### config.mk
export PLATFORM = sky130hd
export DESIGN_NAME = inv_rotate_unit
export DESIGN_NICKNAME = d
export VERILOG_FILES = /design/src/rtl/inv_rotate_unit.sv
export SDC_FILE = /design/constraint.sdc
export NUM_CORES = 1
export LEC_CHECK = 0
export BUFFER_PORTS_ARGS = -buffer_cell sky130_fd_sc_hd__buf_2
export CAP_MARGIN = 25
export CORE_UTILIZATION = 56
export CTS_CLUSTER_DIAMETER = 120
export CTS_CLUSTER_SIZE = 16
export DETAILED_ROUTE_END_ITERATION = 8
export GPL_ROUTABILITY_DRIVEN = 0
export PLACE_DENSITY = 0.89
export SYNTH_ARGS = -nofsm -noshare
export SYNTH_HDL_FRONTEND = slang
export SYNTH_SLANG_ARGS = --single-unit
### constraint.sdc
create_clock -name clk -period 5 [get_ports clk]
set_input_delay 1.25 -clock clk [delete_from_list [all_inputs] [get_ports clk]]
set_output_delay 1.25 -clock clk [all_outputs]
set_load 0.02 [all_outputs]
### src/rtl/inv_rotate_unit.sv
// inv_rotate_unit: inverse Keccak rho step over a 64-slice x 25-lane frame.
// Destination slice z, lane l = source slice (z + r[l]) mod 64, lane l.
// The source is read one lane at a time and each destination slice is
// written whole.
// Build option: define INV_ROTATE_PIPE_EN to overlap the reads and the
// captures, giving 28 cycles per slice instead of 52. Undefined (the
// default) gives the one-read-then-one-capture sequence.
//
// Handshake: there is no back-pressure. rd_en, wr_en and ready are each
// high for exactly one cycle per event. rd_data must be valid in the cycle
// after rd_en. rd_addr, wr_addr and wr_data keep their last values while
// their strobe is low.
module inv_rotate_unit (
  input  logic        clk,
  input  logic        rst,
  input  logic        start,
  output logic        rd_en,
  output logic [5:0]  rd_addr,
  input  logic [24:0] rd_data,
  output logic        wr_en,
  output logic [5:0]  wr_addr,
  output logic [24:0] wr_data,
  output logic        busy,
  output logic        ready,
  output logic [2:0]  state_dbg
);

  typedef enum logic [2:0] {
    IDLE  = 3'd0,
    ARM   = 3'd1,
    SLICE = 3'd2,
    RD    = 3'd3,
    CAP   = 3'd4,
    WR    = 3'd5,
    DONE  = 3'd6
  } state_t;

  state_t      state;
  logic [5:0]  z;
  logic [4:0]  l;
  logic [24:0] collect;
  logic [24:0] collect_cap;
  logic [4:0]  cap_idx;

  // Rho rotation offsets, one per lane l = x + 5y.
  function automatic logic [5:0] rho_off(input logic [4:0] lane);
    logic [5:0] r;
    case (lane)
      5'd0:  r = 6'd0;
      5'd1:  r = 6'd1;
      5'd2:  r = 6'd62;
      5'd3:  r = 6'd28;
      5'd4:  r = 6'd27;
      5'd5:  r = 6'd36;
      5'd6:  r = 6'd44;
      5'd7:  r = 6'd6;
      5'd8:  r = 6'd55;
      5'd9:  r = 6'd20;
      5'd10: r = 6'd3;
      5'd11: r = 6'd10;
      5'd12: r = 6'd43;
      5'd13: r = 6'd25;
      5'd14: r = 6'd39;
      5'd15: r = 6'd41;
      5'd16: r = 6'd45;
      5'd17: r = 6'd15;
      5'd18: r = 6'd21;
      5'd19: r = 6'd8;
      5'd20: r = 6'd18;
      5'd21: r = 6'd2;
      5'd22: r = 6'd61;
      5'd23: r = 6'd56;
      5'd24: r = 6'd14;
      default: r = 6'd0;
    endcase
    return r;
  endfunction

  // Strobes and status come straight from the current state.
  assign rd_en     = (state == RD);
  assign wr_en     = (state == WR);
  assign ready     = (state == DONE);
  assign busy      = (state != IDLE);
  assign state_dbg = state;

  // Collect register with the returning read merged into the lane it
  // belongs to. In the overlapped build, data arriving during RD belongs to
  // the previous lane. At l=0 the index wraps to 31, which matches no lane,
  // so nothing is merged.
  always_comb begin
    cap_idx = l;
`ifdef INV_ROTATE_PIPE_EN
    if (state == RD) cap_idx = l - 5'd1;
`endif
    collect_cap = collect;
    for (int i = 0; i < 25; i++) begin
      if (cap_idx == 5'(i)) collect_cap[i] = rd_data[i];
    end
  end

  // Control FSM and datapath registers.
  always_ff @(posedge clk) begin
    if (!rst) begin
      state   <= IDLE;
      z       <= 6'd0;
      l       <= 5'd0;
      collect <= 25'd0;
      rd_addr <= 6'd0;
      wr_addr <= 6'd0;
      wr_data <= 25'd0;
    end else begin
      case (state)
        IDLE: if (start) state <= ARM;
        ARM: begin
          if (!start) begin
            z     <= 6'd0;
            state <= SLICE;
          end
        end
        SLICE: begin
          collect <= 25'd0;
          l       <= 5'd0;
          rd_addr <= z + rho_off(5'd0);
          state   <= RD;
        end
        RD: begin
`ifdef INV_ROTATE_PIPE_EN
          collect <= collect_cap;
          if (l == 5'd24) begin
            state <= CAP;
          end else begin
            l       <= l + 5'd1;
            rd_addr <= z + rho_off(l + 5'd1);
          end
`else
          state <= CAP;
`endif
        end
        CAP: begin
          // In the overlapped build CAP is only reached with l=24, where
          // it acts as the drain cycle for the last lane.
          collect <= collect_cap;
          if (l == 5'd24) begin
            wr_addr <= z;
            wr_data <= collect_cap;
            state   <= WR;
          end else begin
            l       <= l + 5'd1;
            rd_addr <= z + rho_off(l + 5'd1);
            state   <= RD;
          end
        end
        WR: begin
          if (z == 6'd63) begin
            state <= DONE;
          end else begin
            z     <= z + 6'd1;
            state <= SLICE;
          end
        end
        DONE: state <= IDLE;
        default: state <= IDLE;
      endcase
    end
  end

endmodule

==> results of run 1 <==
sequential cells by signal, indices dropped and copies added (netlist names):
register,cells
cap_idx,5
collect,24
rd_addr,6
state_dbg,3
wr_addr,6
wr_data,25
z,6
metal layers:
metal  GRT usage, %  wire, um  up-vias
met1          32.04      4067     1652
li1               -         -     1796
met3          4.669       492       19
met4          12.58       182        0
met2          45.45      4596      120
met5              0         0        -
worst max path at each step:
stage | end | slack [ns] | cells past startpoint
2_1_floorplan | rd_addr[5] | 1.51 | 14
3_3_place_gp | rd_addr[5] | 1.42 | 12
3_5_place_dp | rd_addr[5] | 1.24 | 12
4_1_cts | rd_addr[5] | 1.22 | 12
5_1_grt | rd_addr[5] | 0.82 | 12
6_report | rd_addr[5] | 1.14 | 12
final cells by class:
type | count | share of cell area (%)
timing repair buffer | 73 | 8.345
multi-input combinational | 370 | 50.30
sequential | 75 | 33.83
clock inverter | 7 | 1.720
tap | 80 | 2.255
inverter | 9 | 0.7612
clock buffer | 9 | 2.791
metrics by stage:
| stage | instance area [um^2] | hold slack, ns | utilization [%] | std cells | power, mW |
|---|---|---|---|---|---|
| 4_1_cts | 4438 | 0.4621 | 65.69 | 623 | 1.158 |
| 5_1_grt | 4438 | 0.4967 | 65.69 | 623 | 1.192 |
| 2_1_floorplan | 3895 | 0.4490 | - | 483 | 0.6580 |
| 3_3_place_gp | 4238 | 0.4412 | 62.72 | 607 | 0.6813 |
| 3_5_place_dp | 4238 | 0.4439 | 62.72 | 607 | 0.6827 |
| 6_report | 4438 | 0.4600 | 65.69 | 623 | 1.155 |
cell usage after synthesis, drive strengths merged, types with 8 or more instances:
master  instances
nor2           81
dfxtp          75
nand2          60
a211oi         27
a21oi          27
o21ai          27
mux2i          24
clkbuf         19
and2           16
ha             14
nand3          12
buf            10
nor3            9
inv             8
xor2            8
worst reg2reg max path, cell delays in order, from the launching register on:
cell       delay, ns
dfxtp_1         0.61
ha_1            0.53
and3_1          0.23
ha_1            0.38
a2111oi_0       0.36
a21oi_1         0.10
ha_1            0.36
o21ai_0         0.21
o21bai_1        0.10
a21oi_1         0.20
nor3_1          0.08
or4_1           0.47
a31oi_1         0.16
cells by family (layout without fill, tap and decap cells):
kind of cell / count (synthesis) / count (layout) / synth area share, %
simple gates: 199 / 199 / 22.36
mux: 25 / 25 / 6.457
xor+xnor: 14 / 14 / 3.534
buf+inv: 38 / 98 / 4.272
fa+ha+maj: 15 / 15 / 5.011
compound gates: 117 / 117 / 19.82
flops: 75 / 75 / 38.55
cell usage in the layout, fill, tap and decap left out, types with 3 or more instances in the layout:
master	netlist	final
and2_1	16	16
a2bb2oi_1	3	3
o211ai_1	5	5
dfxtp_1	75	75
nand2b_1	3	3
clkbuf_8	0	9
mux2i_1	24	24
a22oi_1	3	3
a21boi_0	3	3
a31oi_1	3	3
ha_1	14	14
nand2_1	60	60
xor2_1	8	8
and3_1	5	5
o21bai_1	3	3
nor2_1	81	81
a211oi_1	27	27
buf_2	7	71
o21ai_0	27	27
inv_1	7	7
nor3_1	9	8
nand3_1	12	12
a21oi_1	27	27
xnor2_1	4	4
nor2b_1	6	6
power groups by stage:
stage | Combinational (mW) | Clock (mW) | Sequential [mW]
floorplan | 0.0343 | 0 | 0.624
global placement | 0.0601 | 0 | 0.621
detailed placement | 0.0615 | 0 | 0.621
CTS | 0.0617 | 0.489 | 0.607
global route | 0.0669 | 0.517 | 0.608
finish | 0.0614 | 0.486 | 0.607
==> impl_metrics.csv, run 1 <==
group,metric,value,unit
status,status,"completed",
power_and_ir_drop,switching_power,296.8,uW
clock_network,hold_buffers,0,
setup_path,critical_path.top_delay_family,"adder cells",
clock_network,insertion_delay,0.36,ns
sta,setup_viol_count_final,0,
sta,fin_ws,1.138,ns
power_and_ir_drop,p_int,858.0,uW
drt,wl_per_cell,14.99,um
floorplan,ios,72,
clock_network,cts_inserted_buffers,9,
setup_path,path_cells,"ha_1 > and3_1 > ha_1 > a2111oi_0 > a21oi_1 > ha_1 > o21ai_0 > o21bai_1 > a21oi_1 > nor3_1 > or4_1 > a31oi_1",
placed_design,port_buffers,71,
power_and_ir_drop,peakVddDrop,0.1648,mV
synth,ys_seq_area_share,38.55,%
synth,synth_edf_count,0,
sta,timing.final.crit_share,77.25,%
synth,synth_fp_nets,526,
synth,synth-seq-cells,75,
synth,synth.avg_cell_area,8.064,um^2
drt,via_per_inst,5.758,
setup_path,crit_top_cell,"ha_1",
setup_path,r2r_end,"rd_addr[5]",
drt,dr.first_iter.drc_count,349,
synth,synth.distinct_cells,50,
setup_path,critPathKind,"reg2reg",
synth,synth_area,3895,um^2
drt,detail-route-antenna-nets,0,
placed_design,place_hpwl,6.349,mm
power_and_ir_drop,cellLeakagePower,1.802,nW
power_and_ir_drop,sw_frac_of_total,25.70,%
floorplan,core_area,6756,um^2
setup_path,cp.required,5.29,ns
finish,n_antenna_cell,0,
synth,synth_largest_area_cell,"dfxtp_1",
global_routing,antenna_found_initial,0,
synth,yosysWarnings,0,
global_routing,grt_usage,26.45,%
drt,drt_pass1_iterations,5,
floorplan,row_count,30,
finish,synthToLayoutAreaGrowth,13.94,%
setup_path,critPathLaunch,"cap_idx[0]",
floorplan,die_area,7293,um^2
setup_path,rrSetupSlack,1.14,ns
synth,synth_area_leaders,"dfxtp_1 39%, nor2_1 7.8%, mux2i_1 6.2%",
sta,tns,0,ns
clock_network,clock_path_buffers,2,
clock_network,clock-sinks,75,
power_and_ir_drop,seq_power_share,52.6,%
placed_design,pre_cts_ws,1.239,ns
setup_path,path_buf_inv,0,
sta,fin_skew,0.008922,ns
synth,synth_ff_type,"dfxtp_1",
synth,synth_cells,483,
setup_path,reg2reg_depth,12,
clock_network,cts_tree,"done",
setup_path,critPathSlowestCell,"dfxtp_1",
power_and_ir_drop,p_clk_share,42.1,%
synth,netlist.area_leader.share,38.55,%
hold_path,min-delay-start,"wr_addr[5]",
setup_path,crit_arrival,4.15,ns
hold_path,min_to,"wr_addr[5]",
finish,nets,581,
global_routing,grt-ovfl-total,0,
finish,seq_area,1501,um^2
floorplan,start_util,57.65,%
drt,dr_total_vias,3587,
clock_network,post-cts-setup-buffers,0,
sta,fmax,0.2589,GHz
setup_path,rr_startpoint,"cap_idx[0]",
setup_path,cp_max_fo,15,
sta,tightest_slew,0.9349,ns
global_routing,grt_pass1_vias,3414,
finish,drive_above_1_share,17.68,%
synth,synth_async_sr_flop_share,0,%
floorplan,chipWidth,85.40,um
clock_network,postCtsResizedCells,0,
floorplan,die_y,85.40,um
power_and_ir_drop,powerDensity,260.2,nW/um^2
drt,routed_wl,9.339,mm
setup_path,worstSetupEndpointType,"flip-flop",
sta,period_minus_slack,3.862,ns
drt,route.detailed.drc,0,
hold_path,hold-path-cell-count,2,
flow_run,cap_violations,0,
hold_path,hold_path_class,"reg2reg",
clock_network,clk_pin_slew_worst_paths,0.09,ns
setup_path,critPathLaunchType,"flip-flop",
setup_path,critPathMaxStageDelay,0.61,ns
global_routing,grt_pass1_wl,15.31,mm
sta,hold_viol_final,0,
sta,slew_violations,0,
global_routing,grt_max_degree,56,
finish,multi_input_area,2232,um^2
power_and_ir_drop,p_comb_share,5.3,%
sta,max_slew_margin,37.52,%
clock_network,ctsRootBufferMaster,"clkbuf_8",
clock_network,cts.htree.levels,3,
sta,grt_setup_unrepaired,"no",
finish,fill_cells,522,
No activity file was read; power rests on OpenSTA's default activity.
==> run 2: changes to the inputs <==
- CORE_UTILIZATION: 56 -> 50
- PLACE_DENSITY: 0.89 -> 0.85
- clock period: 5 -> 3.1 ns (I/O delays scaled with it)
==> impl_metrics.csv, run 2 (synthesized netlist as in run 1, its figures left out) <==
group,metric,value,unit
finish,multi_input_area,2377,um^2
clock_network,clock_path_buffers,2,
clock_network,cts_inserted_buffers,9,
finish,layout_commonest_cell,"nor2_1",
floorplan,die_area,8147,um^2
placed_design,place_hpwl,7.167,mm
finish,n_antenna_cell,0,
setup_path,worstSetupEndpointType,"flip-flop",
floorplan,die_y,90.26,um
power_and_ir_drop,powerDensity,365.0,nW/um^2
finish,synthToLayoutAreaGrowth,25.12,%
placed_design,port_buffers,71,
finish,largest_reg_flops,25,
drt,dr.first_iter.drc_count,359,
floorplan,start_util,52.58,%
finish,fill_cells,583,
finish,layout_common_cells,"81 x nor2_1, 71 x dfxtp_1, 71 x buf_2, 60 x nand2_1, 33 x buf_4",
clock_network,ctsRootBufferMaster,"clkbuf_8",
sta,timing.final.crit_share,102.4,%
power_and_ir_drop,peakVddDrop,0.3686,mV
setup_path,critPathSlowestCell,"a2111oi_1",
power_and_ir_drop,switching_power,442.8,uW
sta,tns,-0.07328,ns
setup_path,critPathLaunchType,"flip-flop",
floorplan,core_area,7408,um^2
drt,route.detailed.drc,0,
sta,whs,0.4628,ns
sta,tightest_slew,0.8186,ns
sta,slew_violations,0,
global_routing,grt_pass1_wl,17.26,mm
finish,seq_area,1511,um^2
floorplan,chipWidth,90.26,um
sta,fmax,0.3151,GHz
sta,setup_viol_count_final,1,
finish,top_regs,"wr_data x25, collect x24",
finish,nets,615,
clock_network,cts_tree,"done",
sta,max_slew_margin,44.71,%
power_and_ir_drop,cellLeakagePower,1.980,nW
status,status,"finished with violations",
setup_path,critPathMaxStageDelay,0.51,ns
global_routing,antenna_found_initial,0,
global_routing,grt_usage,26.30,%
floorplan,row_count,31,
sta,grt_setup_unrepaired,"yes",
power_and_ir_drop,seq_power_share,55.0,%
clock_network,clk_pin_slew_worst_paths,0.08,ns
finish,final_core_util,65.78,%
power_and_ir_drop,power,1.779,mW
global_routing,grt_max_degree,46,
global_routing,grt_pass1_vias,3657,
finish,drive_above_1_share,25.87,%
drt,drt_pass1_iterations,6,
setup_path,critPathKind,"reg2reg",
setup_path,cp_max_fo,8,
finish,layout.cells.non_filler,675,
drt,dr_total_vias,3908,
sta,hold_viol_final,0,
power_and_ir_drop,p_clk_share,39.0,%
floorplan,ios,72,
setup_path,path_cells,"ha_1 > nand2_1 > o21ai_0 > nand2_1 > o21ai_0 > a2111oi_1 > a21oi_1 > ha_2 > o21ai_2 > o21bai_1 > a21oi_2 > o21a_1 > or4_1 > a31oi_1",
global_routing,grt-ovfl-total,0,
hold_path,hold_path_class,"reg2reg",
drt,via_per_inst,5.790,
flow_run,cap_violations,0,
clock_network,clock-sinks,75,
sta,fin_skew,0.01072,ns
clock_network,insertion_delay,0.36,ns
drt,detail-route-antenna-nets,0,
setup_path,crit_arrival,3.46,ns
power_and_ir_drop,p_int,1.336,mW
drt,wl_per_cell,15.95,um
setup_path,cp.required,3.38,ns
power_and_ir_drop,p_comb_share,6.0,%
finish,largest_register,"wr_data",
drt,routed_wl,10.76,mm
sta,period_minus_slack,3.173,ns
sta,fin_ws,-0.07328,ns
power_and_ir_drop,sw_frac_of_total,24.89,%
placed_design,place_inst,643,
clock_network,cts.htree.levels,3,
status,violations,"setup timing",
## run 2: changes by cell type in the layout (fill, tap and decap cells not counted), moves of 4 or more
| cell | delta |
|---|---|
| dfxtp_1 | -4 |
| ha_1 | -6 |
| ha_4 | +4 |
| buf_4 | +31 |
## run 2: layout make-up
type / instances / share of cell area (%)
multi-input cells: 370 / 48.78
flip-flops and latches: 75 / 31.01
repair buffers: 107 / 13.25
clock buffers: 11 / 3.107
well taps: 99 / 2.542
inverters: 9 / 0.7702
clock inverters: 4 / 0.5392
## run 2: final timing paths
| kind | to | startpoint | slack (ns) | cells past startpoint |
|---|---|---|---|---|
| hold / removal | wr_addr[5] | wr_addr[5] | 0.46 | 2 |
| setup reg to reg | rd_addr[5] | cap_idx[0] | -0.07 | 14 |
| setup / recovery | rd_addr[5] | cap_idx[0] | -0.07 | 14 |
| hold reg to reg | wr_addr[5] | wr_addr[5] | 0.46 | 2 |
## run 2: power by group through the flow
| stage | Combinational, mW | Sequential, mW | Clock, mW |
|---|---|---|---|
| after global placement | 0.101 | 1.00 | 0 |
| final | 0.106 | 0.979 | 0.693 |
| after detailed placement | 0.102 | 1.00 | 0 |
| after floorplan | 0.0556 | 1.01 | 0 |
| after CTS | 0.104 | 0.978 | 0.699 |
| after global routing | 0.116 | 0.980 | 0.744 |
## run 2: metrics by stage
step | worst slack [ns] | cell area (um^2)
after floorplan | 0.009430 | 3945
after global placement | 0.06050 | 4433
after detailed placement | -0.2373 | 4433
after CTS | 0.01837 | 4703
after global routing | -0.2616 | 4873
final | -0.07328 | 4873
## run 2: metal layers
layer | routed length, um | track usage (%)
met5 | 0 | 0
met4 | 326 | 12.10
met3 | 803 | 6.987
met2 | 5164 | 42.43
met1 | 4469 | 32.79
## run 2: critical path: cells and delay by family (launching register included)
kind                       cells  cell delay, ns
AOI/OAI and AO/OA              9            1.50
DFF                            1            0.39
and+or+nand+nor                3            0.61
adders and majority gates      2            0.60
## run 2: what timing repair did
| item | 4_1_cts | 5_1_grt |
|---|---|---|
| endpoints found under the setup margin | 2 | 2 |
| hold buffers | 0 | 0 |
| pin swaps | 3 | 13 |
| resized for setup | 5 | 18 |
| hold endpoints to repair | 0 | 0 |
| buffers inserted | 6 | 11 |
